`src/rtl/cpu_defs_pkg.sv`:
```
// Shared definitions for the multi-cycle CPU: opcodes, ALU function codes and
// the control-unit state encoding. The ALU imports the same func codes.
package cpu_defs_pkg;

    localparam logic [3:0] OP_NOP  = 4'h0;
    localparam logic [3:0] OP_LDI  = 4'h1;
    localparam logic [3:0] OP_ADD  = 4'h2;
    localparam logic [3:0] OP_SUB  = 4'h3;
    localparam logic [3:0] OP_AND  = 4'h4;
    localparam logic [3:0] OP_OR   = 4'h5;
    localparam logic [3:0] OP_SHL  = 4'h6;
    localparam logic [3:0] OP_SHR  = 4'h7;
    localparam logic [3:0] OP_JMP  = 4'h8;
    localparam logic [3:0] OP_JZ   = 4'h9;
    localparam logic [3:0] OP_HALT = 4'hF;

    localparam logic [2:0] ALU_PASS = 3'b000;
    localparam logic [2:0] ALU_ADD  = 3'b001;
    localparam logic [2:0] ALU_SUB  = 3'b010;
    localparam logic [2:0] ALU_AND  = 3'b011;
    localparam logic [2:0] ALU_OR   = 3'b100;
    localparam logic [2:0] ALU_SHL  = 3'b101;
    localparam logic [2:0] ALU_SHR  = 3'b110;

    typedef enum logic [2:0] {
        S_IDLE   = 3'd0,
        S_FETCH  = 3'd1,
        S_DECODE = 3'd2,
        S_EXEC   = 3'd3,
        S_WAIT   = 3'd4,
        S_WB     = 3'd5,
        S_HALT   = 3'd6
    } state_t;

    function automatic logic [3:0] opcode_of(input logic [15:0] word);
        return word[15:12];
    endfunction

endpackage

```
`src/rtl/cpu_ctrl_decode.sv`:
```
// Opcode decoder: maps a 4-bit opcode to ALU function, operand-B select and
// the instruction-class flags used by the control FSM.
module cpu_ctrl_decode
    import cpu_defs_pkg::*;
(
    input  logic [3:0] opcode,
    output logic [2:0] alu_func,
    output logic       sel_imm,
    output logic       is_alu,
    output logic       is_jmp,
    output logic       is_jz,
    output logic       is_halt
);

    always_comb begin
        alu_func = ALU_PASS;
        sel_imm  = 1'b0;
        is_alu   = 1'b0;
        is_jmp   = 1'b0;
        is_jz    = 1'b0;
        is_halt  = 1'b0;
        case (opcode)
            OP_NOP:  ;
            OP_LDI:  begin alu_func = ALU_PASS; sel_imm = 1'b1; is_alu = 1'b1; end
            OP_ADD:  begin alu_func = ALU_ADD; is_alu = 1'b1; end
            OP_SUB:  begin alu_func = ALU_SUB; is_alu = 1'b1; end
            OP_AND:  begin alu_func = ALU_AND; is_alu = 1'b1; end
            OP_OR:   begin alu_func = ALU_OR;  is_alu = 1'b1; end
            OP_SHL:  begin alu_func = ALU_SHL; is_alu = 1'b1; end
            OP_SHR:  begin alu_func = ALU_SHR; is_alu = 1'b1; end
            OP_JMP:  is_jmp  = 1'b1;
            OP_JZ:   is_jz   = 1'b1;
            OP_HALT: is_halt = 1'b1;
            default: ;
        endcase
    end

endmodule

```
`src/rtl/cpu_ctrl_unit.sv`:
```
// Multi-cycle control unit: fetch/decode/execute sequencing, PC, zero flag and
// halt state. All outputs are registered so they are glitch-free to the ALU.
module cpu_ctrl_unit
    import cpu_defs_pkg::*;
#(
    parameter int PC_W   = 8,
    parameter int DATA_W = 16
) (
    input  logic              clk,
    input  logic              rst,
    input  logic              start,
    output logic [PC_W-1:0]   imem_addr,
    output logic              imem_req,
    input  logic [DATA_W-1:0] imem_data,
    input  logic              imem_valid,
    output logic [2:0]        alu_func,
    output logic              alu_en_in,
    input  logic              alu_en_out,
    input  logic [DATA_W-1:0] alu_out,
    output logic [1:0]        rf_ra,
    output logic [1:0]        rf_rb,
    output logic [1:0]        rf_wa,
    output logic              rf_we,
    output logic              sel_imm,
    output logic [DATA_W-1:0] imm_ext,
    output logic              busy,
    output logic              halted,
    output logic [2:0]        state_dbg
);

    // Handshakes: imem_data is taken on the rising edge where imem_req and
    // imem_valid are both high; alu_en_in is a one-cycle request and the
    // result is taken on the first edge in WAIT where alu_en_out is high.

    state_t            state;
    logic [PC_W-1:0]   pc;
    logic [DATA_W-1:0] ir;
    logic              z_reg;

    logic [3:0] dec_op;
    logic [2:0] dec_func;
    logic       dec_sel_imm;
    logic       is_alu;
    logic       is_jmp;
    logic       is_jz;
    logic       is_halt;

    // In FETCH the decoder looks at the incoming word so the operand and
    // function registers are already valid during the DECODE cycle.
    assign dec_op = (state == S_FETCH) ? opcode_of(imem_data[15:0]) : opcode_of(ir[15:0]);

    cpu_ctrl_decode u_decode (
        .opcode   (dec_op),
        .alu_func (dec_func),
        .sel_imm  (dec_sel_imm),
        .is_alu   (is_alu),
        .is_jmp   (is_jmp),
        .is_jz    (is_jz),
        .is_halt  (is_halt)
    );

    assign imem_addr = pc;
    assign imm_ext   = DATA_W'(ir[7:0]);
    assign state_dbg = state;

    always_ff @(posedge clk or posedge rst) begin
        if (rst) begin
            state     <= S_IDLE;
            pc        <= '0;
            ir        <= '0;
            z_reg     <= 1'b0;
            imem_req  <= 1'b0;
            alu_func  <= '0;
            alu_en_in <= 1'b0;
            rf_ra     <= '0;
            rf_rb     <= '0;
            rf_wa     <= '0;
            rf_we     <= 1'b0;
            sel_imm   <= 1'b0;
            busy      <= 1'b0;
            halted    <= 1'b0;
        end else begin
            alu_en_in <= 1'b0;
            rf_we     <= 1'b0;
            case (state)
                S_IDLE: begin
                    if (start) begin
                        state    <= S_FETCH;
                        imem_req <= 1'b1;
                        busy     <= 1'b1;
                    end
                end
                S_FETCH: begin
                    if (imem_valid) begin
                        ir       <= imem_data;
                        imem_req <= 1'b0;
                        state    <= S_DECODE;
                        if (is_alu) begin
                            alu_func <= dec_func;
                            sel_imm  <= dec_sel_imm;
                            rf_wa    <= imem_data[11:10];
                            rf_ra    <= imem_data[9:8];
                            rf_rb    <= imem_data[7:6];
                        end
                    end
                end
                S_DECODE: begin
                    if (is_alu) begin
                        state     <= S_EXEC;
                        alu_en_in <= 1'b1;
                    end else if (is_halt) begin
                        state  <= S_HALT;
                        busy   <= 1'b0;
                        halted <= 1'b1;
                    end else begin
                        state    <= S_FETCH;
                        imem_req <= 1'b1;
                        if (is_jmp || (is_jz && z_reg)) begin
                            pc <= PC_W'(ir[7:0]);
                        end else begin
                            pc <= pc + PC_W'(1);
                        end
                    end
                end
                S_EXEC: begin
                    state <= S_WAIT;
                end
                S_WAIT: begin
                    // Zero flag is captured with the result itself, so it is
                    // settled by the time WB hands control back to FETCH.
                    if (alu_en_out) begin
                        state <= S_WB;
                        rf_we <= 1'b1;
                        if (opcode_of(ir[15:0]) == OP_SUB) begin
                            z_reg <= (alu_out == '0);
                        end
                    end
                end
                S_WB: begin
                    state    <= S_FETCH;
                    imem_req <= 1'b1;
                    pc       <= pc + PC_W'(1);
                    alu_func <= '0;
                    sel_imm  <= 1'b0;
                    rf_ra    <= '0;
                    rf_rb    <= '0;
                    rf_wa    <= '0;
                end
                S_HALT: ;
                default: begin
                    state    <= S_IDLE;
                    imem_req <= 1'b0;
                    busy     <= 1'b0;
                    halted   <= 1'b0;
                end
            endcase
        end
    end

endmodule

```
`config.mk`:
```
export PLATFORM = sky130hd
export DESIGN_NAME = cpu_ctrl_unit
export DESIGN_NICKNAME = d
export VERILOG_FILES = /design/src/rtl/cpu_defs_pkg.sv /design/src/rtl/cpu_ctrl_decode.sv /design/src/rtl/cpu_ctrl_unit.sv
export SDC_FILE = /design/constraint.sdc
export NUM_CORES = 1
export LEC_CHECK = 0
export CORE_MARGIN = 5
export CORE_UTILIZATION = 39
export CTS_BUF_LIST = sky130_fd_sc_hd__clkbuf_4 sky130_fd_sc_hd__clkbuf_8 sky130_fd_sc_hd__clkbuf_16
export DETAILED_ROUTE_END_ITERATION = 8
export PLACE_DENSITY = 0.72
export SYNTH_ARGS = -nofsm -noshare
export SYNTH_HDL_FRONTEND = slang
export SYNTH_HIERARCHICAL = 1
export SYNTH_SLANG_ARGS = --single-unit
```
`constraint.sdc`:
```
create_clock -name clk -period 3.08 [get_ports clk]
set_input_delay 0.308 -clock clk [delete_from_list [all_inputs] [get_ports clk]]
set_output_delay 0.308 -clock clk [all_outputs]
set_load 0.005 [all_outputs]
```
==> results.sh, run 1 <==
export IMPL_status="finished, final reports clean"
export IMPL_end_kind="flip-flop"
export IMPL_drtAntennaViolNets=0
export IMPL_cp_num_buf_inv=1
export IMPL_rows=26
export IMPL_grtUsageTotal=0.1386
export IMPL_grt_ovfl_total=0
export IMPL_finalSetupTns_ns=0
export IMPL_final_core_util=0.5460
export IMPL_crit_type="reg2reg"
export IMPL_wl_per_cell_um=14.45
export IMPL_fmax_mhz=372.3
export IMPL_antenna_found_initial=0
export IMPL_synthCells=201
export IMPL_dp_hpwl_mm=3.622
export IMPL_crit_cells=8
export IMPL_worst_r2r_startpoint="state_dbg[0]"
export IMPL_setup_viol=0
export IMPL_r2r_cells=8
export IMPL_ios=79
export IMPL_grt_pass1_wl_mm=7.928
export IMPL_skew_ns=0.003216
export IMPL_coreArea_um2=5172
export IMPL_cts_resized=0
export IMPL_setup_slack_ns=0.3937
export IMPL_ys_ff_latch=39
export IMPL_die_area_um2=6926
export IMPL_cp_required_ns=3.25
export IMPL_die_h_um=83.22
export IMPL_worstReg2RegEnd="imem_addr[7]"
export IMPL_clockBufferDepth=2
export IMPL_ys_types=39
export IMPL_start_kind="flip-flop"
export IMPL_cp_max_fo=9
export IMPL_ys_seq_area_frac=0.4668
export IMPL_regMostFlops="ir"
export IMPL_period_needed_ns=2.686
export IMPL_cp_cell_sequence="inv_2 -> nor3_4 -> mux2_2 -> and3_1 -> a21oi_1 -> or2_1 -> a31oi_1 -> o2bb2a_1"
export IMPL_finalHoldViolations=0
export IMPL_cp_slowest_stage_delay_ns=0.44
export IMPL_root_buffer="clkbuf_8"
export IMPL_rsz0062_at_grt="false"
export IMPL_arrival_ns=2.86
export IMPL_final_common_cell="clkdlybuf4s50_1"
export IMPL_dr_pass1_iters=4
export IMPL_dp_slack_ns=0.4057
export IMPL_n_antenna_cell=0
export IMPL_initial_core_util=0.4042
export IMPL_area_growth_pct=35.07
export IMPL_p_per_area_nw_per_um2=993.3
export IMPL_cts_tree="yes"
export IMPL_gp_congestion=0.8620
export IMPL_finalCritPeriodShare=0.8722
export IMPL_vias_per_cell=5.160
export IMPL_cts_hold_buf=0
export IMPL_grt_max_degree=40
export IMPL_rrSetupSlack_ns=0.39
export IMPL_cts_sinks=39
export IMPL_clock_latency_ns=0.28
export IMPL_drc_errors=0
export IMPL_startpoint="state_dbg[0]"
export IMPL_grt_pass1_vias=1673
export IMPL_die_width_um=83.22
export IMPL_crit_family="simple AND/OR/NAND/NOR gates"
export IMPL_cts_setup_buffers=0
export IMPL_wl_mm=4.798
export IMPL_numCtsBuffers=5
export IMPL_max_slew_margin_rel=0.5764
export IMPL_maxSlewViolCount=0
export IMPL_worst_pin_slew_ns=0.6355
export IMPL_ir_drop_mv=0.3532
export IMPL_largest_register_ffs=12
export IMPL_synth_area_um2=2091
export IMPL_nets=302
export IMPL_drive_gt1_frac=0.1145
export IMPL_cpMaxStageDelayCell="dfrtp_1"
export IMPL_h_tree_depth=2
export IMPL_hp_class="in2async"
export IMPL_port_buffers=70
export IMPL_clk_pin_slew_ns=0.07
export IMPL_final_cell_mix="70 x clkdlybuf4s50_1, 39 x dfrtp_1, 17 x mux2_2, 12 x nor2_1, 12 x o21ai_0"
export IMPL_drt_iter0_drc=64
export IMPL_leakage_nw=1.207
export IMPL_synth_warnings=6
export IMPL_max_cap_violations=0
export IMPL_num_vias=1713
export IMPL_syn_avg_cell_area_um2=10.40
power breakdown:
part	internal (mW)	switching, mW	total [mW]
registers	0.753	0.214	0.967
logic	0.844	0.674	1.52
clock network	0.160	0.160	0.320
how the worst max path moves through the flow:
| stage | slack [ns] | end |
|---|---|---|
| after floorplan | 0.69 | imem_addr[7] |
| after global placement | 0.51 | imem_addr[7] |
| after detailed placement | 0.41 | imem_addr[7] |
| after CTS | 0.39 | imem_addr[7] |
| after global routing | 0.21 | imem_addr[6] |
| final | 0.39 | imem_addr[7] |
final cells by class:
class                           instances  area, µm²
Multi-Input combinational cell        135      930.9
Tap cell                               70      87.58
Sequential cell                        39      975.9
Inverter                               10      37.54
Timing Repair Buffer                   72      715.7
Fill cell                             486       2349
Clock buffer                            6      76.32
layer usage:
layer / vias up / part of all wire / global-route usage
li1: 826 / - / -
met1: 821 / 0.44 / 0.1774
met2: 61 / 0.48 / 0.2201
met3: 5 / 0.075 / 0.04653
met4: 0 / 0.011 / 0.04458
met5: - / 0 / 0
cells by family after synthesis:
| group | share of synthesized area |
|---|---|
| other | 0.001794 |
| buffers and inverters | 0.1005 |
| AO/OA/AOI/OAI | 0.1520 |
| adder cells (fa/ha/maj) | 0.01197 |
| AND/OR/NAND/NOR | 0.1418 |
| multiplexers | 0.1251 |
| flip-flops | 0.4668 |
synth_stat cells:
cell type	instances	area share
and3_1	4	0.012
nor4_1	4	0.012
and3b_1	1	0.0042
nor2_1	12	0.022
mux2i_1	7	0.034
nor3_1	5	0.012
clkbuf_1	2	0.0036
and2_1	2	0.0060
nand2_1	7	0.013
buf_4	17	0.061
o22ai_1	4	0.012
nand4_1	2	0.0060
a21oi_1	10	0.024
nor3_4	1	0.0078
or2_1	1	0.0030
inv_2	1	0.0018
ha_1	2	0.012
or3b_1	1	0.0042
o2bb2a_1	1	0.0048
conb_1	1	0.0018
a311oi_1	1	0.0042
nand2b_1	3	0.0090
a22oi_1	1	0.0036
a31o_2	2	0.0084
mux2_2	17	0.092
nor2b_1	1	0.0030
or3_1	1	0.0030
buf_2	3	0.0072
inv_1	9	0.016
o21ai_0	12	0.029
a22o_1	10	0.042
dfrtp_1	39	0.47
buf_6	2	0.011
o2bb2ai_1	3	0.013
a31oi_1	4	0.012
nor4b_1	1	0.0042
nand3_1	4	0.0096
nor3b_1	2	0.0072
and4_2	1	0.0048
per-stage QoR:
step           cell area, µm²  power [mW]  std cells  hold WS (ns)
2_1_floorplan            2117       1.946        208        0.4477
3_3_place_gp             2748       2.469        326        0.4857
6_report                 2824       2.805        332        0.4363
3_5_place_dp             2748       2.501        326        0.4849
5_1_grt                  2824       3.024        332        0.4988
4_1_cts                  2824       2.834        332        0.4530
worst min-delay path: cells and delay by family:
kind                   cells  cell delay (ns)
buffers and inverters      3             0.85
Power figures use the tool's default switching activity.
==> inputs of run 2 (changes only) <==
CTS_CLUSTER_SIZE = 14   (was default)
==> results of run 2 <==
Same layout as run 1: the final DEF is identical, and so are final timing and power.
